--- config.mk ---
export PLATFORM = sky130hd
export DESIGN_NAME = mp_addsub_seq
export DESIGN_NICKNAME = d
export VERILOG_FILES = /design/src/rtl/mp_addsub_seq.sv
export SDC_FILE = /design/constraint.sdc
export NUM_CORES = 1
export LEC_CHECK = 0
export ABC_AREA = 1
export BUFFER_PORTS_ARGS = -buffer_cell sky130_fd_sc_hd__buf_2
export CORE_MARGIN = 4
export CORE_UTILIZATION = 53
export DETAILED_ROUTE_END_ITERATION = 16
export GPL_TIMING_DRIVEN = 1
export MAX_ROUTING_LAYER = met4
export PLACE_DENSITY = 0.75
export SYNTH_ARGS = -nofsm -noshare
export SYNTH_HDL_FRONTEND = slang
export SYNTH_SLANG_ARGS = --single-unit
--- constraint.sdc ---
create_clock -name i_clk -period 2.9 [get_ports i_clk]
set_input_delay 0.58 -clock i_clk [delete_from_list [all_inputs] [get_ports i_clk]]
set_output_delay 0.58 -clock i_clk [all_outputs]
set_load 0.005 [all_outputs]
--- src/rtl/mp_addsub_seq.sv ---
// Word-serial multi-precision add/subtract sequencer: one WIDTH-bit slice per clock, LSB first.
// Define MP_ADDSUB_SUB_EN to build the subtract path; otherwise the block is add-only and ignores i_sub.
`timescale 1ns/1ps
module mp_addsub_seq #(
  parameter int WIDTH = 4,
  parameter int WORDS = 4
) (
  input  logic                     i_clk,
  input  logic                     i_rst_n,
  input  logic                     i_valid,
  output logic                     o_ready,
  input  logic [WIDTH*WORDS-1:0]   i_op1,
  input  logic [WIDTH*WORDS-1:0]   i_op2,
  input  logic                     i_carry_borrow,
  input  logic                     i_sub,
  output logic                     o_valid,
  input  logic                     i_ready,
  output logic [WIDTH*WORDS-1:0]   o_res,
  output logic                     o_carry_borrow
);

  localparam int TOTAL = WIDTH * WORDS;
  localparam int CW    = (WORDS > 1) ? $clog2(WORDS) : 1;
  localparam logic [CW-1:0] LAST = CW'(WORDS - 1);

  typedef enum logic [1:0] {IDLE, RUN, DONE} state_t;

  state_t            state_reg, state_next;
  logic [CW-1:0]     cnt_reg;
  logic [TOTAL-1:0]  op1_reg, op2_reg, res_reg;
  logic              cb_reg;
  logic              cout_reg;

  logic [WIDTH-1:0]  op1_w [WORDS];
  logic [WIDTH-1:0]  op2_w [WORDS];
  logic [WORDS-1:0]  wr_en;
  logic [WIDTH-1:0]  a_slice, b_slice, b_eff;
  logic              cin_eff, cb_out;
  logic [WIDTH:0]    sum;

  genvar gi;
  generate
    for (gi = 0; gi < WORDS; gi++) begin : g_slice
      assign op1_w[gi] = op1_reg[gi*WIDTH +: WIDTH];
      assign op2_w[gi] = op2_reg[gi*WIDTH +: WIDTH];
      assign wr_en[gi] = (state_reg == RUN) && (cnt_reg == CW'(gi));
    end
  endgenerate

  assign a_slice = op1_w[cnt_reg];
  assign b_slice = op2_w[cnt_reg];

`ifdef MP_ADDSUB_SUB_EN
  logic sub_reg;
  // Subtract as op1 + ~op2 + ~b_in; the running flag is kept in borrow sense.
  assign b_eff   = sub_reg ? ~b_slice : b_slice;
  assign cin_eff = sub_reg ? ~cb_reg  : cb_reg;
  assign cb_out  = sub_reg ? ~sum[WIDTH] : sum[WIDTH];

  always_ff @(posedge i_clk or negedge i_rst_n) begin
    if (!i_rst_n)
      sub_reg <= 1'b0;
    else if (state_reg == IDLE && i_valid)
      sub_reg <= i_sub;
  end
`else
  logic unused_sub;
  assign unused_sub = i_sub;
  assign b_eff      = b_slice;
  assign cin_eff    = cb_reg;
  assign cb_out     = sum[WIDTH];
`endif

  assign sum = {1'b0, a_slice} + {1'b0, b_eff} + {{WIDTH{1'b0}}, cin_eff};

  always_comb begin
    state_next = state_reg;
    case (state_reg)
      IDLE:    if (i_valid) state_next = RUN;
      RUN:     if (cnt_reg == LAST) state_next = DONE;
      DONE:    if (i_ready) state_next = IDLE;
      default: state_next = IDLE;
    endcase
  end

  always_ff @(posedge i_clk or negedge i_rst_n) begin
    if (!i_rst_n) begin
      state_reg <= IDLE;
      cnt_reg   <= '0;
      op1_reg   <= '0;
      op2_reg   <= '0;
      res_reg   <= '0;
      cb_reg    <= 1'b0;
      cout_reg  <= 1'b0;
    end else begin
      state_reg <= state_next;
      if (state_reg == IDLE && i_valid) begin
        op1_reg <= i_op1;
        op2_reg <= i_op2;
        cb_reg  <= i_carry_borrow;
        cnt_reg <= '0;
      end
      if (state_reg == RUN) begin
        cb_reg  <= cb_out;
        cnt_reg <= cnt_reg + 1'b1;
        if (cnt_reg == LAST)
          cout_reg <= cb_out;
      end
      for (int k = 0; k < WORDS; k++) begin
        if (wr_en[k])
          res_reg[k*WIDTH +: WIDTH] <= sum[WIDTH-1:0];
      end
    end
  end

  // Ready is masked while reset is held so the source cannot hand over work then.
  assign o_ready        = (state_reg == IDLE) && i_rst_n;
  assign o_valid        = (state_reg == DONE);
  assign o_res          = res_reg;
  assign o_carry_borrow = cout_reg;

endmodule
# Yosys cells after proc, flatten, opt, wreduce, memory -nomap -nowiden
# Index checks and enable logic that the tools add are counted.
# classes
add_sub_neg,3
order_cmp,1
n_eq_ne,8
muxes,14
bitwise,1
n_reduce_logical,11
# op_table
op,n
$bmux 4 s2,2
$mux 4,4
$mux 2,5
$eq 2x2->1 const B,3
$logic_and 1x1->1,6
$pmux 2 s3,1
$add 4x4->5,1
$add 5x1->5,1
$eq 2x1->1 const B,2
$logic_not 2->1,2
$ne 2x1->1 const B,2
$ge 3x3->1 const B,1
$not 2->3,1
$reduce_and 3->1,1
$add 2x1->2 const B,1
$mux 1,2
$ne 2x2->1 const B,1
$reduce_and 2->1,1
$reduce_bool 2->1,1
# word_totals
reg_bits,54
inputBits,38
output_inout_bits,19
elab_cells,48

# Longest topological paths before layout
# logic_depth
word_depth,7
mapped_depth,12
mapped_depth_nobuf,11

# Worst setup path after synthesis
# No wires, ideal clock.
# synth_path
path_kind,register to register
start,register cnt_reg[0]
end,register res_reg[10] (netlist: o_res[10])
setup_time_ns,0.065
arrival_ns,2.123
t_required_ns,2.835
slack_ns,0.712
stages_incl_launch_ff,12
n_path_buf,2
period_less_slack_ns,2.188
path_cell_list,dfrtp_1 buf_2 inv_1 buf_6 nor2_1 o22ai_1 fa_1 inv_1 fa_1 xnor2_1 nand2_1 nand2_1
# synth_via
elab_chain_cells,6
elab_cells_between_ends,11
cone_classes,add/sub (2); eq/ne (1); mux (6); bitwise (1); reduce/logical (1)
# synth_lines
item,line,text
from (decl),29,logic [CW-1:0] cnt_reg;
from (signal assigned),105,cnt_reg <= cnt_reg + 1'b1;
$not 2->3 (not written as such),"50, 51",
"$bmux 4 s2, on equally long branches","50, 51",
"$mux 4, on equally long branches (2 in a row)","50, 51",
$add 4x4->5,74,"assign sum = {1'b0, a_slice} + {1'b0, b_eff} + {{WIDTH{1'b0}}, cin_eff};"
$add 5x1->5,74,
"to (signal, indexed assignment)",111,res_reg[k*WIDTH +: WIDTH] <= sum[WIDTH-1:0];
to (decl),30,"logic [TOTAL-1:0] op1_reg, op2_reg, res_reg;"
# Parallel ways exist; a longest one is shown, timed or not. The select of a mux whose other input is x is not followed.
# A chain may end at the register's enable or synchronous reset.

# Worst setup path in the final report
# layout_path
start,register cnt_reg[0]
end,register res_reg[14] (netlist: o_res[14])
# The elaborated chain is that of the path after synthesis.

==> impl_metrics.env <==
export IMPL_outcome="completed"
export IMPL_r2r_end="o_res[14]"
export IMPL_worstPathRequired_ps=3150
export IMPL_synth_ff_type="dfrtp_1"
export IMPL_synth_seq_cells=54
export IMPL_syn_nets=352
export IMPL_core_um2=4470
export IMPL_place_gp_congestion=0.785
export IMPL_wl_mm=5.36
export IMPL_place_inst=408
export IMPL_clock_latency_ps=300
export IMPL_whs_ps=409
export IMPL_hpwl_mm=3.87
export IMPL_regToRegStartpoint="cnt_reg[0]"
export IMPL_seqPwrFrac=0.373
export IMPL_start_util=0.560
export IMPL_port_buffers=55
export IMPL_skew_ps=4.13
export IMPL_worstPathArrival_ps=2590
export IMPL_yosys_warnings=0
export IMPL_antenna_found_initial=0
export IMPL_ff2ff_setup_slack_ps=560
export IMPL_design_area_um2=2900
export IMPL_grt_overflow_total=0
export IMPL_drv_cap=0
export IMPL_postSynth_asyncResetShare=1.00
export IMPL_crit_path_start_kind="flip-flop"
export IMPL_netSwitchingFraction=0.443
export IMPL_placed_cell_area_um2=2830
export IMPL_fin_crit_sh=0.807
export IMPL_cts_htree_levels=2
export IMPL_first_pass_iters=4
export IMPL_relSlewSlack=0.546
export IMPL_cts_tree="built"
export IMPL_setup_viol=0
export IMPL_drt_vias_per_instance=5.06
export IMPL_p_total_w=0.00353
export IMPL_io_pins=57
export IMPL_grt_max_degree=55
export IMPL_drtIter0Drc=157
export IMPL_grt_pass1_vias=1969
export IMPL_hold_path_class="input pin to asynchronous set/reset pin"
export IMPL_netlist_area_um2=2510
export IMPL_synth_edf_count=0
export IMPL_finalHoldViolations=0
export IMPL_postSynthAreaPerCell_um2=8.22
export IMPL_post_cts_resized=0
export IMPL_power_leakage_nw=1.65
export IMPL_peakVddDrop_mv=0.488
export IMPL_cp_max_fo=13
export IMPL_endpoint_kind="flip-flop"
export IMPL_cts_setup_buffers=0
export IMPL_die_h_um=76.8
export IMPL_finalMaxSlewViolations=0
export IMPL_drc=0
export IMPL_num_rows=24
export IMPL_post_route_cells_drive_above_1_share=0.198
export IMPL_clock_sinks=54
export IMPL_syn2layout_area_growth_pct=15.9
export IMPL_cts_root_buf="clkbuf_8"
export IMPL_rsz0062_at_grt="false"
export IMPL_clockBufferDepth=2
export IMPL_cts_hold_buf=0
export IMPL_clk_pin_slew_ps=90
export IMPL_worst_r2r_cell_count=9
export IMPL_die_w_um=76.8
export IMPL_nFillCells=404
export IMPL_yosys_area_top_type_share=0.539
export IMPL_antennaDiodeCount=0
export IMPL_switchingPower_w=0.00156
export IMPL_grt_first_pass_wirelength_mm=9.24
export IMPL_fin_crit_ps=2340
export IMPL_intPower_w=0.00197
export IMPL_die_area_um2=5890
export IMPL_worstMarginPinSlew_ps=680
export IMPL_clkPwrFrac=0.110
export IMPL_tns_ps=0
export IMPL_yosys_area_top_type="dfrtp_1"
export IMPL_final_antenna_net_count=0
export IMPL_p_per_area_nw_per_um2=1220
export IMPL_cts_buffers=5
export IMPL_ys_top_cells_by_area="dfrtp_1 (54%), nand2_1 (22%), o21ai_0 (4.8%)"
export IMPL_routedWlPerCell_um=12.9
export IMPL_grt_usage=0.199
export IMPL_fin_cells=415
export IMPL_worstSetupPathType="flip-flop to flip-flop"
export IMPL_num_vias=2099
export IMPL_synthDistinctLibCells=21
export IMPL_fmax_mhz=427
export IMPL_combPwrFrac=0.517
export IMPL_nets=410
export IMPL_yosysSeqAreaShare=0.539
export IMPL_syn_inst=305
[power groups by stage]
stage               registers, W  clock network [W]  logic (W)
floorplan                0.00129                  0    0.00132
finish                   0.00132           0.000388    0.00183
CTS                      0.00131           0.000404    0.00185
global placement         0.00132                  0    0.00177
global route             0.00136           0.000433    0.00213
detailed placement       0.00133                  0    0.00185
[area by class of cell]
| type | count | area [um^2] | share of cell area |
|---|---|---|---|
| sequential | 54 | 1350 | 0.465 |
| multi-input combinational | 223 | 1020 | 0.352 |
| timing repair buffer | 61 | 320 | 0.110 |
| clock buffer | 7 | 76.3 | 0.0263 |
| inverter | 18 | 67.6 | 0.0233 |
| tap | 52 | 65.1 | 0.0224 |
[worst max-delay path by stage]
stage               startpoint   endpoint  slack (ps)  cells after the start
floorplan           cnt_reg[0]  o_res[10]         710                     11
global placement    cnt_reg[0]   o_res[2]         620                      9
global route        cnt_reg[0]  o_res[10]         360                      9
detailed placement  cnt_reg[0]  o_res[14]         560                      9
finish              cnt_reg[0]  o_res[14]         560                      9
CTS                 cnt_reg[0]  o_res[14]         530                      9
[layout by cell type, fill, tap and decap left out, drive strengths merged]
master  instances
clkbuf          7
nand3          13
o22ai           6
nand2         150
dfrtp          54
ha              7
clkinv          1
buf            61
a22o            1
o31ai           1
a21oi           2
nor2           16
xnor2           1
inv            17
fa              2
o21ai          24
[stage by stage]
step,setup WS (ps),utilization
after floorplan,712,-
after global placement,620,0.632
after detailed placement,560,0.632
after CTS,534,0.649
after global routing,358,0.649
final,561,0.649
[worst max-delay path, stage by stage, from the launching register on]
cell	delay (ps)
dfrtp_1	380
inv_1	290
o21ai_0	130
o22ai_1	210
fa_1	260
inv_1	60
fa_1	390
xnor2_1	370
nand2_1	110
nand2_1	70
[cells in the mapped netlist, types with 2 or more instances]
cell type  count
a21oi_1        2
buf_2          6
buf_4          3
dfrtp_1       54
fa_1           2
ha_1           7
inv_1         14
inv_2          3
nand2_1      149
nand3_1       12
nor2_1        15
o21ai_0       24
o22ai_1        6
[routing by layer]
| layer | up-vias | global-route usage | part of all wire |
|---|---|---|---|
| li1 | 1067 | - | - |
| met1 | 974 | 0.267 | 0.47 |
| met2 | 52 | 0.317 | 0.46 |
| met3 | 6 | 0.0386 | 0.057 |
| met4 | 0 | 0.0435 | 0.0090 |
| met5 | - | - | 0 |
[cell families after synthesis]
kind of cell / count (synthesis) / synth area share
buf+inv: 28 / 0.0524
simple gates: 179 / 0.281
flops: 54 / 0.539
compound gates: 34 / 0.0734
xor+xnor: 1 / 0.00350
fa+ha+maj: 9 / 0.0509
(Power assumes the default switching activity.)
